[src/rtl/dpram_pkg.sv]
// Shared widths and types for the dual-port responder.
// Macro DPRAM_WRITE_BYPASS_EN selects cross-port write-through forwarding on reads.
package dpram_pkg;
  localparam int DATA_W = 4;
  localparam int ADDR_W = 4;
  localparam int CNT_W  = 8;
  localparam int DEPTH  = 2 ** ADDR_W;

  typedef logic [DATA_W-1:0] data_t;
  typedef logic [ADDR_W-1:0] addr_t;
  typedef logic [CNT_W-1:0]  cnt_t;

  localparam cnt_t CNT_MAX = {CNT_W{1'b1}};
endpackage

[src/rtl/dpram_responder_if.sv]
// Core-to-responder bundle: port 0 (stage-1 reads), port 1 (stage-4 write-back), debug status.
interface dpram_responder_if;
  import dpram_pkg::*;

  logic  re_0;
  logic  we_0;
  addr_t addr_0;
  data_t wr_data_0;
  data_t rd_data_0;
  logic  rd_valid_0;

  logic  re_1;
  logic  we_1;
  addr_t addr_1;
  data_t wr_data_1;
  data_t rd_data_1;
  logic  rd_valid_1;

  logic  collision;
  cnt_t  coll_count;

  modport master (
    output re_0, we_0, addr_0, wr_data_0, re_1, we_1, addr_1, wr_data_1,
    input  rd_data_0, rd_valid_0, rd_data_1, rd_valid_1, collision, coll_count
  );

  modport slave (
    input  re_0, we_0, addr_0, wr_data_0, re_1, we_1, addr_1, wr_data_1,
    output rd_data_0, rd_valid_0, rd_data_1, rd_valid_1, collision, coll_count
  );
endinterface

[src/rtl/dpram_read_port.sv]
// One registered read port: 1-cycle latency, data held while idle, valid = registered enable.
// DPRAM_WRITE_BYPASS_EN forwards the other port's same-cycle write to this read.
module dpram_read_port
  import dpram_pkg::*;
(
  input  logic  clk,
  input  logic  reset_n,
  input  logic  re,
  input  addr_t addr,
  input  data_t mem_word,
  input  logic  other_we,
  input  addr_t other_addr,
  input  data_t other_data,
  output data_t rd_data,
  output logic  rd_valid
);

  data_t rd_word;

`ifdef DPRAM_WRITE_BYPASS_EN
  assign rd_word = (other_we && (other_addr == addr)) ? other_data : mem_word;
`else
  // Read-before-write: the other port's write is not visible until the next cycle.
  logic unused_other;
  assign unused_other = &{1'b0, other_we, other_addr, other_data};
  assign rd_word = mem_word;
`endif

  always_ff @(posedge clk or negedge reset_n) begin
    if (!reset_n) begin
      rd_data  <= '0;
      rd_valid <= 1'b0;
    end else begin
      rd_valid <= re;
      if (re) rd_data <= rd_word;
    end
  end

endmodule

[src/rtl/dpram_responder.sv]
// True dual-port 16x4 array with two registered read ports; port 1 wins same-address write-write.
// Collisions pulse for one cycle and bump a saturating debug counter.
module dpram_responder
  import dpram_pkg::*;
(
  input logic              clk,
  input logic              reset_n,
  dpram_responder_if.slave bus
);

  data_t mem [DEPTH];
  logic  same_addr;
  logic  coll_now;
  data_t fwd_to_1;

  assign same_addr = (bus.addr_0 == bus.addr_1);
  assign coll_now  = bus.we_0 & bus.we_1 & same_addr;
  // Port 1 must see the winning write, which is its own when both ports hit the address.
  assign fwd_to_1  = (bus.we_1 && same_addr) ? bus.wr_data_1 : bus.wr_data_0;

  always_ff @(posedge clk or negedge reset_n) begin
    if (!reset_n) begin
      for (int i = 0; i < DEPTH; i++) mem[i] <= '0;
    end else begin
      if (bus.we_0) mem[bus.addr_0] <= bus.wr_data_0;
      if (bus.we_1) mem[bus.addr_1] <= bus.wr_data_1;
    end
  end

  always_ff @(posedge clk or negedge reset_n) begin
    if (!reset_n) begin
      bus.collision  <= 1'b0;
      bus.coll_count <= '0;
    end else begin
      bus.collision <= coll_now;
      if (coll_now && (bus.coll_count != CNT_MAX))
        bus.coll_count <= bus.coll_count + cnt_t'(1);
    end
  end

  dpram_read_port u_rd_0 (
    .clk        (clk),
    .reset_n    (reset_n),
    .re         (bus.re_0),
    .addr       (bus.addr_0),
    .mem_word   (mem[bus.addr_0]),
    .other_we   (bus.we_1),
    .other_addr (bus.addr_1),
    .other_data (bus.wr_data_1),
    .rd_data    (bus.rd_data_0),
    .rd_valid   (bus.rd_valid_0)
  );

  dpram_read_port u_rd_1 (
    .clk        (clk),
    .reset_n    (reset_n),
    .re         (bus.re_1),
    .addr       (bus.addr_1),
    .mem_word   (mem[bus.addr_1]),
    .other_we   (bus.we_0),
    .other_addr (bus.addr_0),
    .other_data (fwd_to_1),
    .rd_data    (bus.rd_data_1),
    .rd_valid   (bus.rd_valid_1)
  );

endmodule

[src/flat_wrapper.sv]
// flat-port wrapper written by rule: the top's interface ports become plain ports
module dpram_responder_flat import dpram_pkg::*;
  (clk, reset_n, bus_re_0, bus_we_0, bus_addr_0, bus_wr_data_0, bus_re_1, bus_we_1, bus_addr_1, bus_wr_data_1, bus_rd_data_0, bus_rd_valid_0, bus_rd_data_1, bus_rd_valid_1, bus_collision, bus_coll_count);
  dpram_responder_if bus_i ();
  input logic clk;
  input logic reset_n;
  input wire logic [$bits(bus_i.re_0)-1:0] bus_re_0;
  input wire logic [$bits(bus_i.we_0)-1:0] bus_we_0;
  input wire logic [$bits(bus_i.addr_0)-1:0] bus_addr_0;
  input wire logic [$bits(bus_i.wr_data_0)-1:0] bus_wr_data_0;
  input wire logic [$bits(bus_i.re_1)-1:0] bus_re_1;
  input wire logic [$bits(bus_i.we_1)-1:0] bus_we_1;
  input wire logic [$bits(bus_i.addr_1)-1:0] bus_addr_1;
  input wire logic [$bits(bus_i.wr_data_1)-1:0] bus_wr_data_1;
  output wire logic [$bits(bus_i.rd_data_0)-1:0] bus_rd_data_0;
  output wire logic [$bits(bus_i.rd_valid_0)-1:0] bus_rd_valid_0;
  output wire logic [$bits(bus_i.rd_data_1)-1:0] bus_rd_data_1;
  output wire logic [$bits(bus_i.rd_valid_1)-1:0] bus_rd_valid_1;
  output wire logic [$bits(bus_i.collision)-1:0] bus_collision;
  output wire logic [$bits(bus_i.coll_count)-1:0] bus_coll_count;
  assign bus_i.re_0 = bus_re_0;
  assign bus_i.we_0 = bus_we_0;
  assign bus_i.addr_0 = bus_addr_0;
  assign bus_i.wr_data_0 = bus_wr_data_0;
  assign bus_i.re_1 = bus_re_1;
  assign bus_i.we_1 = bus_we_1;
  assign bus_i.addr_1 = bus_addr_1;
  assign bus_i.wr_data_1 = bus_wr_data_1;
  assign bus_rd_data_0 = bus_i.rd_data_0;
  assign bus_rd_valid_0 = bus_i.rd_valid_0;
  assign bus_rd_data_1 = bus_i.rd_data_1;
  assign bus_rd_valid_1 = bus_i.rd_valid_1;
  assign bus_collision = bus_i.collision;
  assign bus_coll_count = bus_i.coll_count;
  dpram_responder u_core (.clk(clk), .reset_n(reset_n), .bus(bus_i));
endmodule
[config.mk]
export PLATFORM = sky130hd
export DESIGN_NAME = dpram_responder_flat
export DESIGN_NICKNAME = d
export VERILOG_FILES = /design/src/rtl/dpram_pkg.sv /design/src/rtl/dpram_responder_if.sv /design/src/rtl/dpram_read_port.sv /design/src/rtl/dpram_responder.sv /design/src/flat_wrapper.sv
export SDC_FILE = /design/constraint.sdc
export NUM_CORES = 1
export LEC_CHECK = 0
export CORE_ASPECT_RATIO = 1.75
export CORE_MARGIN = 3
export CORE_UTILIZATION = 50
export CTS_CLUSTER_SIZE = 20
export DETAILED_ROUTE_END_ITERATION = 8
export HOLD_SLACK_MARGIN = 0.12
export PLACE_DENSITY = 0.68
export REMOVE_ABC_BUFFERS = 1
export SLEW_MARGIN = 20
export SYNTH_ARGS = -nofsm -noshare
export SYNTH_HDL_FRONTEND = slang
export SYNTH_SLANG_ARGS = --single-unit
[constraint.sdc]
create_clock -name clk -period 2.7 [get_ports clk]
set_input_delay 0.81 -clock clk [delete_from_list [all_inputs] [get_ports clk]]
set_output_delay 0.81 -clock clk [all_outputs]
set_load 0.02 [all_outputs]
==> summary.txt <==
Run status
  • Status: completed

Power and ir drop
  • PwrDens: 690.8 nW/um^2
  • Clock Power Share: 0.298
  • Peak supply drop: 0.0004211 V
  • Comb pwr share: 0.251
  • Leak pwr: 0.002607 uW
  • Switch share: 0.3392
  • Share of power burned in registers: 0.451
  • NetSw: 1443 uW
  • Final Power: 4255 uW
  • P_int: 2812 uW

Logic synthesis
  • Syn avg cell area: 9.932 um^2
  • Area fraction of the dominant cell type after synthesis: 0.4077
  • YS warnings: 0
  • Post-Syn Area: 5095 um^2
  • Number of synthesized flops with an enable pin: 0
  • Post-Syn Instances: 513
  • Synth top cells by count: mux2i_1 (112), dfrtp_1 (83), nor2_1 (72)
  • Top-count cell post-synth: mux2i_1
  • Post-synth ARST share: 1.000
  • #FFs+latches synth: 83
  • Synth area leaders: dfrtp_1 (41%), mux2i_1 (22%), nor2_1 (5.3%), a21oi_1 (5.1%), mux4_2 (3.5%)
  • Yosys cell types: 43
  • Main flop type after synthesis: dfrtp_1
  • Seq/Total Area, Yosys: 0.4077
  • Synth area leader: dfrtp_1

Critical path
  • Depth of the most critical reg-to-reg path: 6
  • Reg2reg setup slack: 0.95 ns
  • Crit path max fanout: 10
  • CP Launch Type: input port
  • Crit path DAT: 2.68 ns
  • Worst Setup Path Type: in2reg
  • CP Data Required Time: 2.96 ns
  • CP endpoint kind: flop

Route
  • DRT antenna net count: 0
  • Via-per-instance ratio: 6.136
  • DR DRC count: 0
  • Vias after detailed routing: 4289
  • Wirelength per Cell: 23.91 um
  • Initial DRC Count: 419
  • DRT Wirelength: 16720 um
  • Router iterations before antenna repair: 5

Floorplan
  • Die Span Y: 139.5 um
  • Ports: 41
  • Rows: 48
  • Starting density of the core: 0.5141
  • Die width: 82.31 um
  • Core Region: 9910 um^2
  • Die area: 11480 um^2

Global route
  • Initial antenna violation count: 0
  • All-Layer GR Usage: 0.3067
  • Final global-route overflow total: 0
  • Pin count of the biggest net entering global routing: 44
  • First-pass GRT wire length: 25500 um
  • Vias in the first global route: 4376

Clocking
  • CTS-repair resized insts: 0
  • Latest clock arrival within the worst-skew pair: 0.35 ns
  • Clk pin slew, worst setup/hold paths: 0.06 ns
  • Cts hold-fix bufs: 0
  • Num CTS Buffers: 9
  • # Post-CTS Setup Buffers: 0
  • CTS sink count: 83
  • Clk buf depth: 2
  • Clock root cell: clkbuf_16
  • H-Tree Depth: 3
  • CTS tree: done

Finish
  • Final net count: 592
  • ANT cells: 0
  • Layout cells sized above 1: 0.1516
  • Syn-to-layout area delta: 20.90%

STA
  • RSZ-0062 raised after global routing: false
  • Setup ws final: 0.2812 ns
  • Final hold violation count: 0
  • Worst slew margin: 0.6484
  • FMAX: 413.4 MHz
  • Clock skew: 0.006130 ns
  • TNS Setup: 0 ns
  • Final Setup Violations: 0
  • Slew @ Worst Pin: 0.5274 ns
  • Fin crit share: 0.8959
  • Minimum clock period: 2.419 ns
  • Pins Over Slew Limit: 0

Placed design
  • PortBufs: 40
  • Post-Place Worst Slack: -0.04390 ns
  • Detailed Place HPWL: 12860 um
  • Routability Congestion: 1.015

Hold path
  • Class of the worst hold path: in2async

Flow run
  • MaxCap Viol Count: 0
layout by cell type (no fill, tap or decap), types with 5 or more instances in the layout:
cell type,synthesis,routed
a21oi_1,52,52
a221oi_1,8,8
a31oi_1,8,8
buf_12,0,7
buf_4,7,34
clkbuf_16,0,9
clkdlybuf4s50_1,0,39
dfrtp_1,83,83
mux2i_1,112,112
mux4_2,8,8
nand2_1,30,30
nand3_1,7,7
nand3b_1,5,5
nor2_1,72,72
nor2_2,6,6
nor2b_1,5,5
o21ai_0,19,19
o22ai_1,16,16
xor2_1,7,7
metrics by stage:
step | util | cell area, um^2 | hold slack, ns | std cells
after floorplan | - | 4913 | 0.5144 | 478
after global placement | 0.5909 | 5856 | 0.5030 | 683
after detailed placement | 0.5909 | 5856 | 0.5076 | 683
after CTS | 0.6216 | 6160 | 0.4581 | 699
after global routing | 0.6216 | 6160 | 0.4654 | 699
final | 0.6216 | 6160 | 0.4366 | 699
worst max-delay path, cell delays in order:
cell             delay [ns]
clkdlybuf4s50_1        0.62
buf_4                  0.26
or3b_1                 0.46
o22ai_1                0.26
nor2_1                 0.09
a31oi_1                0.18
worst paths after layout:
kind	end	start
hold reg to reg	u_core.bus.coll_count[5]$_DFFE_PN0P_	u_core.bus.coll_count[5]$_DFFE_PN0P_
hold / removal	u_core.mem[63]$_DFF_PN0_	reset_n
setup reg to reg	u_core.bus.coll_count[4]$_DFFE_PN0P_	u_core.bus.coll_count[0]$_DFFE_PN0P_
min in group clk	u_core.bus.coll_count[5]$_DFFE_PN0P_	u_core.bus.coll_count[5]$_DFFE_PN0P_
max in group asynchronous	u_core.bus.coll_count[2]$_DFFE_PN0P_	reset_n
setup / recovery	u_core.u_rd_0.rd_data[1]$_DFFE_PN0P_	bus_addr_0[3]
state kept, by name, indices dropped and copies added (netlist names):
name and cells:
u_core.bus.coll_count 8, u_core.bus.collision 1, u_core.mem 64, u_core.u_rd_0.rd_data 4, u_core.u_rd_0.rd_valid 1, u_core.u_rd_1.rd_data 4
u_core.u_rd_1.rd_valid 1
per-layer routing:
metal | global-route usage | part of all wire
met5 | 0 | 0
met4 | 0.1585 | 0.051
met3 | 0.04210 | 0.050
met2 | 0.5195 | 0.52
met1 | 0.3655 | 0.38
power by group through the flow:
stage               Combinational, uW  Clock (uW)  Sequential (uW)
floorplan                         585           0             1770
global placement                 1040           0             1920
detailed placement               1070           0             1920
CTS                              1070        1290             1900
global route                     1160        1340             1930
finish                           1070        1270             1920
area by class of cell:
class,instances,area (um^2)
clock buffer,11,242.7
tap,125,156.4
sequential,83,2077
multi-input combinational,394,2833
clock inverter,5,61.31
timing repair buffer,80,785.8
inverter,1,3.754
fill,875,3750
cells by family (layout without fill, tap and decap cells):
kind of cell / after synthesis / in the layout / synth area share
compound gates: 105 / 105 / 0.1169
xor+xnor: 11 / 11 / 0.01891
fa+ha+maj: 1 / 1 / 0.002455
buf+inv: 36 / 97 / 0.03634
flops: 83 / 83 / 0.4077
mux: 121 / 121 / 0.2576
simple gates: 156 / 156 / 0.1601
No activity file was read; power rests on OpenSTA's default activity.
